<file path="src/rtl/cpu_types_pkg.sv">
// Shared types for the operand-forwarding scoreboard.
//   fs_state_e   : stall-watchdog FSM states
//   FwdSel*      : fwd_sel encoding (0 register file, stage index + 1 otherwise)
//   regbits_t    : register index for the 32-entry register file
//   word_t       : 32-bit datapath word
package cpu_types_pkg;

    typedef enum logic [0:0] {
        StIdle,
        StStall
    } fs_state_e;

    localparam int unsigned FwdSelW = 2;

    localparam logic [FwdSelW-1:0] FwdSelRf  = 2'd0;
    localparam logic [FwdSelW-1:0] FwdSelEx  = 2'd1;
    localparam logic [FwdSelW-1:0] FwdSelMem = 2'd2;
    localparam logic [FwdSelW-1:0] FwdSelWb  = 2'd3;

    typedef logic [4:0]  regbits_t;
    typedef logic [31:0] word_t;

endpackage

</file>
<file path="src/rtl/fwd_select.sv">
// Operand resolution for one source register.
//   src_reg_i/rf_data_i       : requested register and its register-file value
//   stg_*_i                   : per-stage write enable, destination, result, result-ready
//   busy_i                    : scoreboard bit for src_reg_i (long-latency op outstanding)
//   fwd_data_o/fwd_sel_o      : resolved operand and its origin
//   hazard_o                  : operand not yet available
module fwd_select
    import cpu_types_pkg::*;
#(
    parameter int unsigned DATA_W = 32,
    parameter int unsigned REG_W  = 5,
    parameter int unsigned NSTG   = 3
) (
    input  logic [REG_W-1:0]       src_reg_i,
    input  logic [DATA_W-1:0]      rf_data_i,
    input  logic [NSTG-1:0]        stg_wen_i,
    input  logic [NSTG*REG_W-1:0]  stg_dst_i,
    input  logic [NSTG*DATA_W-1:0] stg_data_i,
    input  logic [NSTG-1:0]        stg_dvalid_i,
    input  logic                   busy_i,
    output logic [DATA_W-1:0]      fwd_data_o,
    output logic [FwdSelW-1:0]     fwd_sel_o,
    output logic                   hazard_o
);

    logic hit;
    int   hit_idx;

    // Scan oldest to youngest so the youngest matching stage is the one left standing.
    always_comb begin
        hit     = 1'b0;
        hit_idx = 0;
        for (int i = int'(NSTG) - 1; i >= 0; i--) begin
            if (stg_wen_i[i] && (stg_dst_i[i*REG_W +: REG_W] == src_reg_i)) begin
                hit     = 1'b1;
                hit_idx = i;
            end
        end
    end

    always_comb begin
        fwd_data_o = rf_data_i;
        fwd_sel_o  = FwdSelRf;
        hazard_o   = 1'b0;
        if (src_reg_i != '0) begin
            if (hit) begin
                // A not-yet-ready youngest producer blocks; older copies are stale.
                if (stg_dvalid_i[hit_idx]) begin
                    fwd_data_o = stg_data_i[hit_idx*DATA_W +: DATA_W];
                    fwd_sel_o  = FwdSelW'(hit_idx + 1);
                end else begin
                    hazard_o = 1'b1;
                end
            end else begin
                hazard_o = busy_i;
            end
        end
    end

endmodule

</file>
<file path="src/rtl/forwarding_scoreboard.sv">
// Operand forwarding network plus long-latency scoreboard and stall watchdog.
//   CLK/RST            : clock, synchronous active-high reset
//   src_reg/rf_data    : decode source registers and register-file read data
//   stg_*              : per-stage producer info, stage 0 youngest (EX)
//   issue_*/retire_*   : long-latency destination tracking
//   flush              : branch flush, suppresses stall
//   fwd_data/fwd_sel   : resolved operands and their origin per source
//   stall/stall_cnt    : hold decode; saturating total stall cycles
//   deadlock_err       : sticky, set after STALL_MAX consecutive stall cycles
module forwarding_scoreboard
    import cpu_types_pkg::*;
#(
    parameter int unsigned DATA_W    = 32,
    parameter int unsigned REG_W     = 5,
    parameter int unsigned NSRC      = 2,
    parameter int unsigned NSTG      = 3,
    parameter int unsigned STALL_MAX = 255
) (
    input  logic                   CLK,
    input  logic                   RST,
    input  logic [NSRC*REG_W-1:0]  src_reg,
    input  logic [NSRC*DATA_W-1:0] rf_data,
    input  logic [NSTG-1:0]        stg_wen,
    input  logic [NSTG*REG_W-1:0]  stg_dst,
    input  logic [NSTG*DATA_W-1:0] stg_data,
    input  logic [NSTG-1:0]        stg_dvalid,
    input  logic                   issue_valid,
    input  logic [REG_W-1:0]       issue_dst,
    input  logic                   issue_long,
    input  logic                   retire_valid,
    input  logic [REG_W-1:0]       retire_dst,
    input  logic                   flush,
    output logic [NSRC*DATA_W-1:0] fwd_data,
    output logic [NSRC*2-1:0]      fwd_sel,
    output logic                   stall,
    output logic [15:0]            stall_cnt,
    output logic                   deadlock_err
);

    localparam int unsigned NReg = 2 ** REG_W;

    logic [NReg-1:0] busy_q, busy_d, busy_eff;
    logic [NSRC-1:0] hazard;
    fs_state_e       state_q, state_d;
    logic [15:0]     run_q, run_d;
    logic [15:0]     stall_cnt_q, stall_cnt_d;
    logic            err_q, err_d;

    // While RST is high the scoreboard is treated as already cleared.
    assign busy_eff = RST ? '0 : busy_q;

    for (genvar g = 0; g < NSRC; g++) begin : g_src
        fwd_select #(
            .DATA_W (DATA_W),
            .REG_W  (REG_W),
            .NSTG   (NSTG)
        ) u_fwd_select (
            .src_reg_i    (src_reg[g*REG_W +: REG_W]),
            .rf_data_i    (rf_data[g*DATA_W +: DATA_W]),
            .stg_wen_i    (stg_wen),
            .stg_dst_i    (stg_dst),
            .stg_data_i   (stg_data),
            .stg_dvalid_i (stg_dvalid),
            .busy_i       (busy_eff[src_reg[g*REG_W +: REG_W]]),
            .fwd_data_o   (fwd_data[g*DATA_W +: DATA_W]),
            .fwd_sel_o    (fwd_sel[g*2 +: 2]),
            .hazard_o     (hazard[g])
        );
    end

    assign stall = (|hazard) && !flush;

    always_comb begin
        busy_d = busy_q;
        if (retire_valid) begin
            busy_d[retire_dst] = 1'b0;
        end
        // Set after clear so a same-cycle retire/issue of one register leaves it busy.
        if (issue_valid && issue_long && !stall && (issue_dst != '0)) begin
            busy_d[issue_dst] = 1'b1;
        end
        busy_d[0] = 1'b0;
    end

    always_comb begin
        state_d = state_q;
        unique case (state_q)
            StIdle:  if (stall) state_d = StStall;
            StStall: if (!stall || flush) state_d = StIdle;
            default: state_d = StIdle;
        endcase
    end

    always_comb begin
        run_d = '0;
        if (state_d == StStall) begin
            run_d = (run_q == 16'hFFFF) ? run_q : run_q + 16'd1;
        end
        err_d       = err_q | ((state_d == StStall) && (32'(run_d) >= STALL_MAX));
        stall_cnt_d = stall_cnt_q;
        if (stall && (stall_cnt_q != 16'hFFFF)) begin
            stall_cnt_d = stall_cnt_q + 16'd1;
        end
    end

    always_ff @(posedge CLK) begin
        if (RST) begin
            busy_q      <= '0;
            state_q     <= StIdle;
            run_q       <= '0;
            stall_cnt_q <= '0;
            err_q       <= 1'b0;
        end else begin
            busy_q      <= busy_d;
            state_q     <= state_d;
            run_q       <= run_d;
            stall_cnt_q <= stall_cnt_d;
            err_q       <= err_d;
        end
    end

    assign stall_cnt    = stall_cnt_q;
    assign deadlock_err = err_q;

endmodule

</file>
<file path="config.mk">
export PLATFORM = sky130hd
export DESIGN_NAME = forwarding_scoreboard
export DESIGN_NICKNAME = d
export VERILOG_FILES = /design/src/rtl/cpu_types_pkg.sv /design/src/rtl/fwd_select.sv /design/src/rtl/forwarding_scoreboard.sv
export SDC_FILE = /design/constraint.sdc
export NUM_CORES = 1
export LEC_CHECK = 0
export ABC_CLOCK_PERIOD_IN_PS = 4200
export CORE_ASPECT_RATIO = 2
export CORE_UTILIZATION = 30
export DETAILED_ROUTE_END_ITERATION = 7
export DONT_BUFFER_PORTS = 1
export GPL_ROUTABILITY_DRIVEN = 0
export GPL_TIMING_DRIVEN = 0
export PLACE_DENSITY = 0.47
export SLEW_MARGIN = 0
export SYNTH_ARGS = -nofsm -noshare
export SYNTH_HDL_FRONTEND = slang
export SYNTH_HIERARCHICAL = 1
export SYNTH_SLANG_ARGS = --single-unit
</file>
<file path="constraint.sdc">
create_clock -name CLK -period 4.2 [get_ports CLK]
set_clock_uncertainty 0.15 [all_clocks]
set_input_delay 0.84 -clock CLK [delete_from_list [all_inputs] [get_ports CLK]]
set_output_delay 0.84 -clock CLK [all_outputs]
set_load 0.02 [all_outputs]
</file>
**Word-level counts from Yosys, hierarchy flattened**

Cells that the tools add are included.

- Eq/ne operators: 8
- Bitwise logic cells: 5
- Multiplexer cells: 52
- Reductions and logical operators: 21
- Order comparisons: 9
- Add/subtract/negate cells: 4
- Shifts and indexed selects: 2

Operator list:

| cell | count |
|---|---|
| two-way mux 32 bit | 9 |
| variable part select 96 x 8 -> 32 bit | 2 |
| adder 16 x 1 -> 16 bit, second input constant | 2 |
| bitwise AND 32 bit | 1 |
| two-way mux 16 bit | 2 |
| NOT 32 bit | 1 |
| bitwise OR 32 bit | 1 |
| equality test 5 bit | 6 |
| less-than comparator 5 x 6 -> 1 bit, second input constant | 4 |
| two-way mux 2 bit | 12 |
| two-way mux 1 bit | 22 |
| equality test 16 bit, second input constant | 1 |
| >= comparator 16 x 8 -> 1 bit, second input constant | 1 |
| inequality test 16 bit, second input constant | 1 |
| nonzero test 5 bit | 3 |
| logical AND 1 bit | 14 |
| binary-select mux 1 bit (select 5 bit) | 2 |
| demux 1 bit (select 5 bit) | 2 |
| >= comparator 5 x 1 -> 1 bit, second input constant | 2 |
| less-than comparator 2 x 3 -> 1 bit, second input constant | 2 |
| adder 2 x 1 -> 2 bit, second input constant | 2 |
| binary-select mux 1 bit (select 2 bit) | 2 |
| logical NOT 1 bit | 2 |
| case mux 1 bit (2 select lines) | 1 |
| other kinds (4) | 4 |

- Output and inout port bits: 86
- Word-level logic and storage cells: 107
- Input port bits: 207
- Register bits after elaboration: 66

**Logic depth before layout (Yosys ltp)**

- Depth after elaboration: 21
- Mapped depth: 17
- Gate-level depth less buffers: 16

**Cells and area by module**

Netlist, hierarchy kept.

Modules (own cells, without submodules):

| module | times used | cells each | area an instance (µm²) | sequential area each (µm²) |
|---|---|---|---|---|
| forwarding_scoreboard | 1 | 403 | 3,579.7 | 1,281.2 |
| fwd_select | 2 | 154 | 1,342.5 | 0.0 |

**Least setup slack after synthesis**

No wires, ideal clock.

- Path kind: input-to-output
- From: input port src_reg[5]
- To: output port stall
- Setup slack: -0.057 ns
- Arrival time: 3.267 ns
- Data required time: 3.210 ns
- Stages on the path: 10
- Path buffers: 1
- Cells stage by stage: clkbuf_1 -> mux4_2 -> mux4_2 -> mux2i_1 -> nor2_1 -> mux2i_1 -> a21oi_1 -> o21a_1 -> o21bai_1 -> clkinv_1

- Longest elaborated chain between the ends: 13
- Elaborated cells on any way between the ends: 23
- Classes of those cells: 3 x eq/ne; 14 x mux; 6 x reduce/logical

RTL lines:

| element | line | source |
|---|---|---|
| from (decl) | forwarding_scoreboard.sv:21 | `input logic [NSRC*REG_W-1:0] src_reg,` |
| equality test 5 bit | fwd_select.sv:34 | `if (stg_wen_i[i] && (stg_dst_i[i*REG_W +: REG_W] == src_reg_i)) begin` |
| logical AND 1 bit | fwd_select.sv:34 |  |
| two-way mux 2 bit (3 in series) | fwd_select.sv:34 |  |
| binary-select mux 1 bit (select 2 bit) | fwd_select.sv:48 | `if (stg_dvalid_i[hit_idx]) begin` |
| two-way mux 1 bit (not written as such) (2 in series) | fwd_select.sv:48 |  |
| two-way mux 1 bit | fwd_select.sv:48 |  |
| two-way mux 1 bit | fwd_select.sv:46 | `if (hit) begin` |
| two-way mux 1 bit (*) | fwd_select.sv:45 | `if (src_reg_i != '0) begin` |
| named net hazard[1] | forwarding_scoreboard.sv:43 | `logic [NSRC-1:0] hazard;` |
| OR reduction 2 bit (*) | forwarding_scoreboard.sv:71 | `assign stall = (\|hazard) && !flush;` |
| logical AND 1 bit (*) | forwarding_scoreboard.sv:71 |  |
| to (decl) | forwarding_scoreboard.sv:35 | `output logic stall,` |

Mark *: on every way through the listed nets, which the timed path passes. The rest lies on a longest branch. The select of a mux whose other input is x is not followed.

**Worst setup path after layout**

Ends and elaborated chain as after synthesis.

==> results.rst <==
.. list-table::
   :header-rows: 1

   * - Metric
     - Value
   * - Effective utilization at floorplan
     - 0.3062
   * - Via count
     - around 6200
   * - Final non-filler cell total
     - 1000
   * - HP Start
     - busy_q[19]
   * - Routed length per placed instance
     - 26.51 um
   * - Seq cells post-synth
     - 64
   * - Root buffer selected by CTS
     - sky130_fd_sc_hd__clkbuf_16
   * - Max H-tree Level
     - 3
   * - Worst R2R Start
     - busy_q[11]
   * - Worst-skew pair later-pin latency
     - 0.35 ns
   * - Std-Cell Core Area
     - 0.02046 mm^2
   * - Synthesized net count
     - 920
   * - Placed Instances
     - 977
   * - Count of distinct cell types in the synthesized netlist
     - 60
   * - Global-route wire length before repair
     - 38990 um
   * - Cell count after synthesis
     - 711
   * - Net total in the final layout
     - 937
   * - Number of synthesized flops with an enable pin
     - 0
   * - Die Span Y
     - 206.4 um
   * - CTS tree
     - built
   * - Min cycle time layout
     - 4.111 ns
   * - Number of global-route vias before repair
     - 6398
   * - Synth-to-layout area growth
     - 12.50%
   * - Total wire length after detailed routing
     - 26510 um
   * - Clock Tree Buf Depth
     - 2
   * - Transition at the pin with the smallest max-transition slack
     - between 0.7 and 0.8 ns
   * - Max Transition Viols Final
     - 0
   * - Share of synthesized area occupied by flip-flops and latches
     - 0.2045
   * - Avg Synthesized Cell Area
     - roughly 9 um^2
   * - Half-perimeter wire length after detailed placement
     - 21480 um
   * - Part of the power in the clock network
     - 0.427
   * - Result of the run
     - finished clean
   * - Total routing usage reported by global routing
     - 0.2416
   * - Number of nets still failing antenna checks after routing
     - 0
   * - Multi-input combinational cell area
     - 0.004678 mm^2
   * - DIE AREA
     - around 0.021 mm^2
   * - Number of search-and-repair iterations in the first detailed-routing pass
     - 4
   * - TritonCTS Buffers
     - 9
   * - Primary flip-flop cell chosen by synthesis mapping
     - sky130_fd_sc_hd__dfxtp_1
   * - Part of the cycle the worst path needs
     - 0.9789
   * - Clock sink count
     - 64
   * - Largest fanout on the critical path
     - 6
   * - Most instantiated cells after synthesis
     - sky130_fd_sc_hd__dfxtp_1 (64), sky130_fd_sc_hd__o22ai_1 (64), sky130_fd_sc_hd__a2bb2oi_1 (62)
   * - Finish-stage setup viols
     - 0
   * - Setup CP Type
     - in2out
   * - Area taken by flip-flops and latches
     - 0.001281 mm^2
   * - Ratio of routed vias to standard cells
     - 6.203
   * - CP endpoint kind
     - output port
   * - Biggest area consumer among synthesized cells
     - sky130_fd_sc_hd__dfxtp_1
   * - Top post-synthesis cells by area
     - sky130_fd_sc_hd__dfxtp_1 (20%), sky130_fd_sc_hd__mux2_4 (13%), sky130_fd_sc_hd__a2bb2oi_1 (8.7%), sky130_fd_sc_hd__mux4_2 (6.5%), sky130_fd_sc_hd__o22ai_1 (6.4%)
   * - Worst setup path startpoint
     - src_reg[5]
   * - Number of antenna violations at the first check in global routing
     - 1
   * - Post-CTS clock slew at the launch and capture registers of the worst setup and hold paths
     - 0.05 ns
   * - Hold violation count in the final report
     - 0
   * - Count of buffers inserted at the top-level ports
     - 0
   * - Boundary pin count
     - approximately 290
   * - Ratio of cells with drive above 1 in the final layout
     - 0.1978
   * - Post-detailed-route DRC marker count
     - 0
   * - Gr ovfl total
     - 0
   * - Horizontal die dimension
     - 104.2 um
   * - Data arrival time of the critical path
     - 3.12 ns
   * - Cell Pwr Density
     - 243.4 mW/mm^2
   * - Post-synthesis async set-or-reset flop share
     - 0
   * - Required time reported for the critical path endpoint
     - between 3 and 4 ns
   * - Fraction of power consumed by sequential logic
     - 0.358
   * - Psw
     - around 480 uW
   * - Num rows
     - between 70 and 80
   * - Logic pwr share
     - 0.216
   * - Post-synthesis instance area
     - 0.006265 mm^2
   * - Switching share of power
     - 0.2780
   * - Static Leak
     - 0.002366 uW
   * - Initial DRC count
     - roughly 280
   * - RSZ-0062 raised after global routing
     - true
   * - Largest net degree at the start of global routing
     - 12
   * - Min-Delay Path Class
     - reg2reg
   * - Startpoint types
     - input port
   * - Slew margin rel.
     - 0.4749
   * - Max rail drop VDD
     - ~0.30 mV
   * - Design internal power
     - 1239 uW
   * - Area fraction of the dominant cell type after synthesis
     - 0.2045
   * - Number of max-capacitance violations reported
     - 0
   * - Setup tns final
     - 0 ns
   * - Filler cell count in the final layout
     - ~2100
   * - Max Clock Freq
     - about 240 MHz
   * - Number of warnings reported in the yosys synthesis log
     - 6
## routing by layer
layer | routed length (um) | up-vias | part of all wire | GRT usage
li1 | - | 2783 | - | -
met1 | 8400 | 3009 | 0.32 | 0.2123
met2 | 14380 | 340 | 0.54 | 0.4681
met3 | 2493 | 71 | 0.094 | 0.08452
met4 | 1235 | 0 | 0.047 | 0.1398
met5 | 0 | - | 0 | 0
## state kept, by name (all words and copies together), names as in the netlist
signal	flops
busy_q	31
run_q	16
stall_cnt	16
deadlock_err	1
## power groups by stage
stage | Sequential, uW | Combinational [uW] | Clock, uW
final | 614 | 370 | 732
after global routing | 614 | 389 | 772
after CTS | 613 | 363 | 747
after detailed placement | 627 | 355 | 0
after global placement | 626 | 350 | 0
after floorplan | 626 | 297 | 0
## cells in the final DEF, fill, tap and decap left out, types with 12 or more instances in the layout
master,Yosys,final
sky130_fd_sc_hd__dfxtp_1,64,64
sky130_fd_sc_hd__o22ai_1,64,64
sky130_fd_sc_hd__a2bb2oi_1,62,62
sky130_fd_sc_hd__mux2_4,56,56
sky130_fd_sc_hd__o21ai_0,53,51
sky130_fd_sc_hd__nor2_1,42,42
sky130_fd_sc_hd__nand2_1,42,41
sky130_fd_sc_hd__clkbuf_1,33,28
sky130_fd_sc_hd__xnor2_1,28,28
sky130_fd_sc_hd__xor2_1,24,24
sky130_fd_sc_hd__nand3b_1,23,23
sky130_fd_sc_hd__mux4_2,18,18
sky130_fd_sc_hd__nor2b_1,17,17
sky130_fd_sc_hd__nand4_1,16,16
sky130_fd_sc_hd__nand3_1,16,15
sky130_fd_sc_hd__nor3_1,12,12
## path summary, 6_finish.rpt
kind | endpoint | slack, ns | cells past startpoint
min | busy_q[19] | 0.36 | 2
max | stall | 0.09 | 10
max reg2reg | busy_q[28] | 0.54 | 14
min reg2reg | busy_q[19] | 0.36 | 2
## critical path, cell delays in order
cell,delay [ns]
sky130_fd_sc_hd__buf_16,0.11
sky130_fd_sc_hd__mux4_2,0.55
sky130_fd_sc_hd__mux4_2,0.48
sky130_fd_sc_hd__mux2i_2,0.22
sky130_fd_sc_hd__nor2_1,0.07
sky130_fd_sc_hd__mux2i_1,0.17
sky130_fd_sc_hd__a21oi_1,0.08
sky130_fd_sc_hd__o21a_1,0.24
sky130_fd_sc_hd__o21bai_4,0.20
sky130_fd_sc_hd__clkinv_4,0.14
## area by class of cell
type / instances / area share
Multi-Input combinational cell: 582 / 0.6638
Antenna cell: 1 / 0.0003551
Timing Repair inverter: 1 / 0.0005326
Buffer: 55 / 0.05166
Clock inverter: 7 / 0.008876
Inverter: 10 / 0.006036
Tap cell: 266 / 0.04722
Sequential cell: 64 / 0.1818
Timing Repair Buffer: 5 / 0.007811
Clock buffer: 9 / 0.03195
## cell families after synthesis
kind of cell | Yosys count | synth area share
XOR/XNOR | 52 | 0.07270
adder cells (fa/ha/maj) | 2 | 0.003994
multiplexers | 91 | 0.2283
buffers and inverters | 65 | 0.05292
AO/OA/AOI/OAI | 221 | 0.2445
AND/OR/NAND/NOR | 216 | 0.1931
flip-flops | 64 | 0.2045
## through the flow
step	utilization	instance area [um^2]	power (uW)	worst slack (ns)	hold slack, ns
after floorplan	-	6267	923.0	0.1432	0.3154
after global placement	0.3226	6600	976.2	-0.9468	0.3400
after detailed placement	0.3226	6600	981.7	-1.082	0.3496
after CTS	0.3406	6969	1724	0.01051	0.3624
after global routing	0.3444	7048	1775	-0.01772	0.3991
final	0.3444	7048	1716	0.08877	0.3625
## what timing repair did
action,in CTS,in global routing
hold buffers,0,0
setup buffers,1,3
setup endpoints to repair,58,31
gates resized for setup,18,10
gates cloned,1,1
pin swaps,1,5
Note: power is estimated with default switching activity, not from simulation.
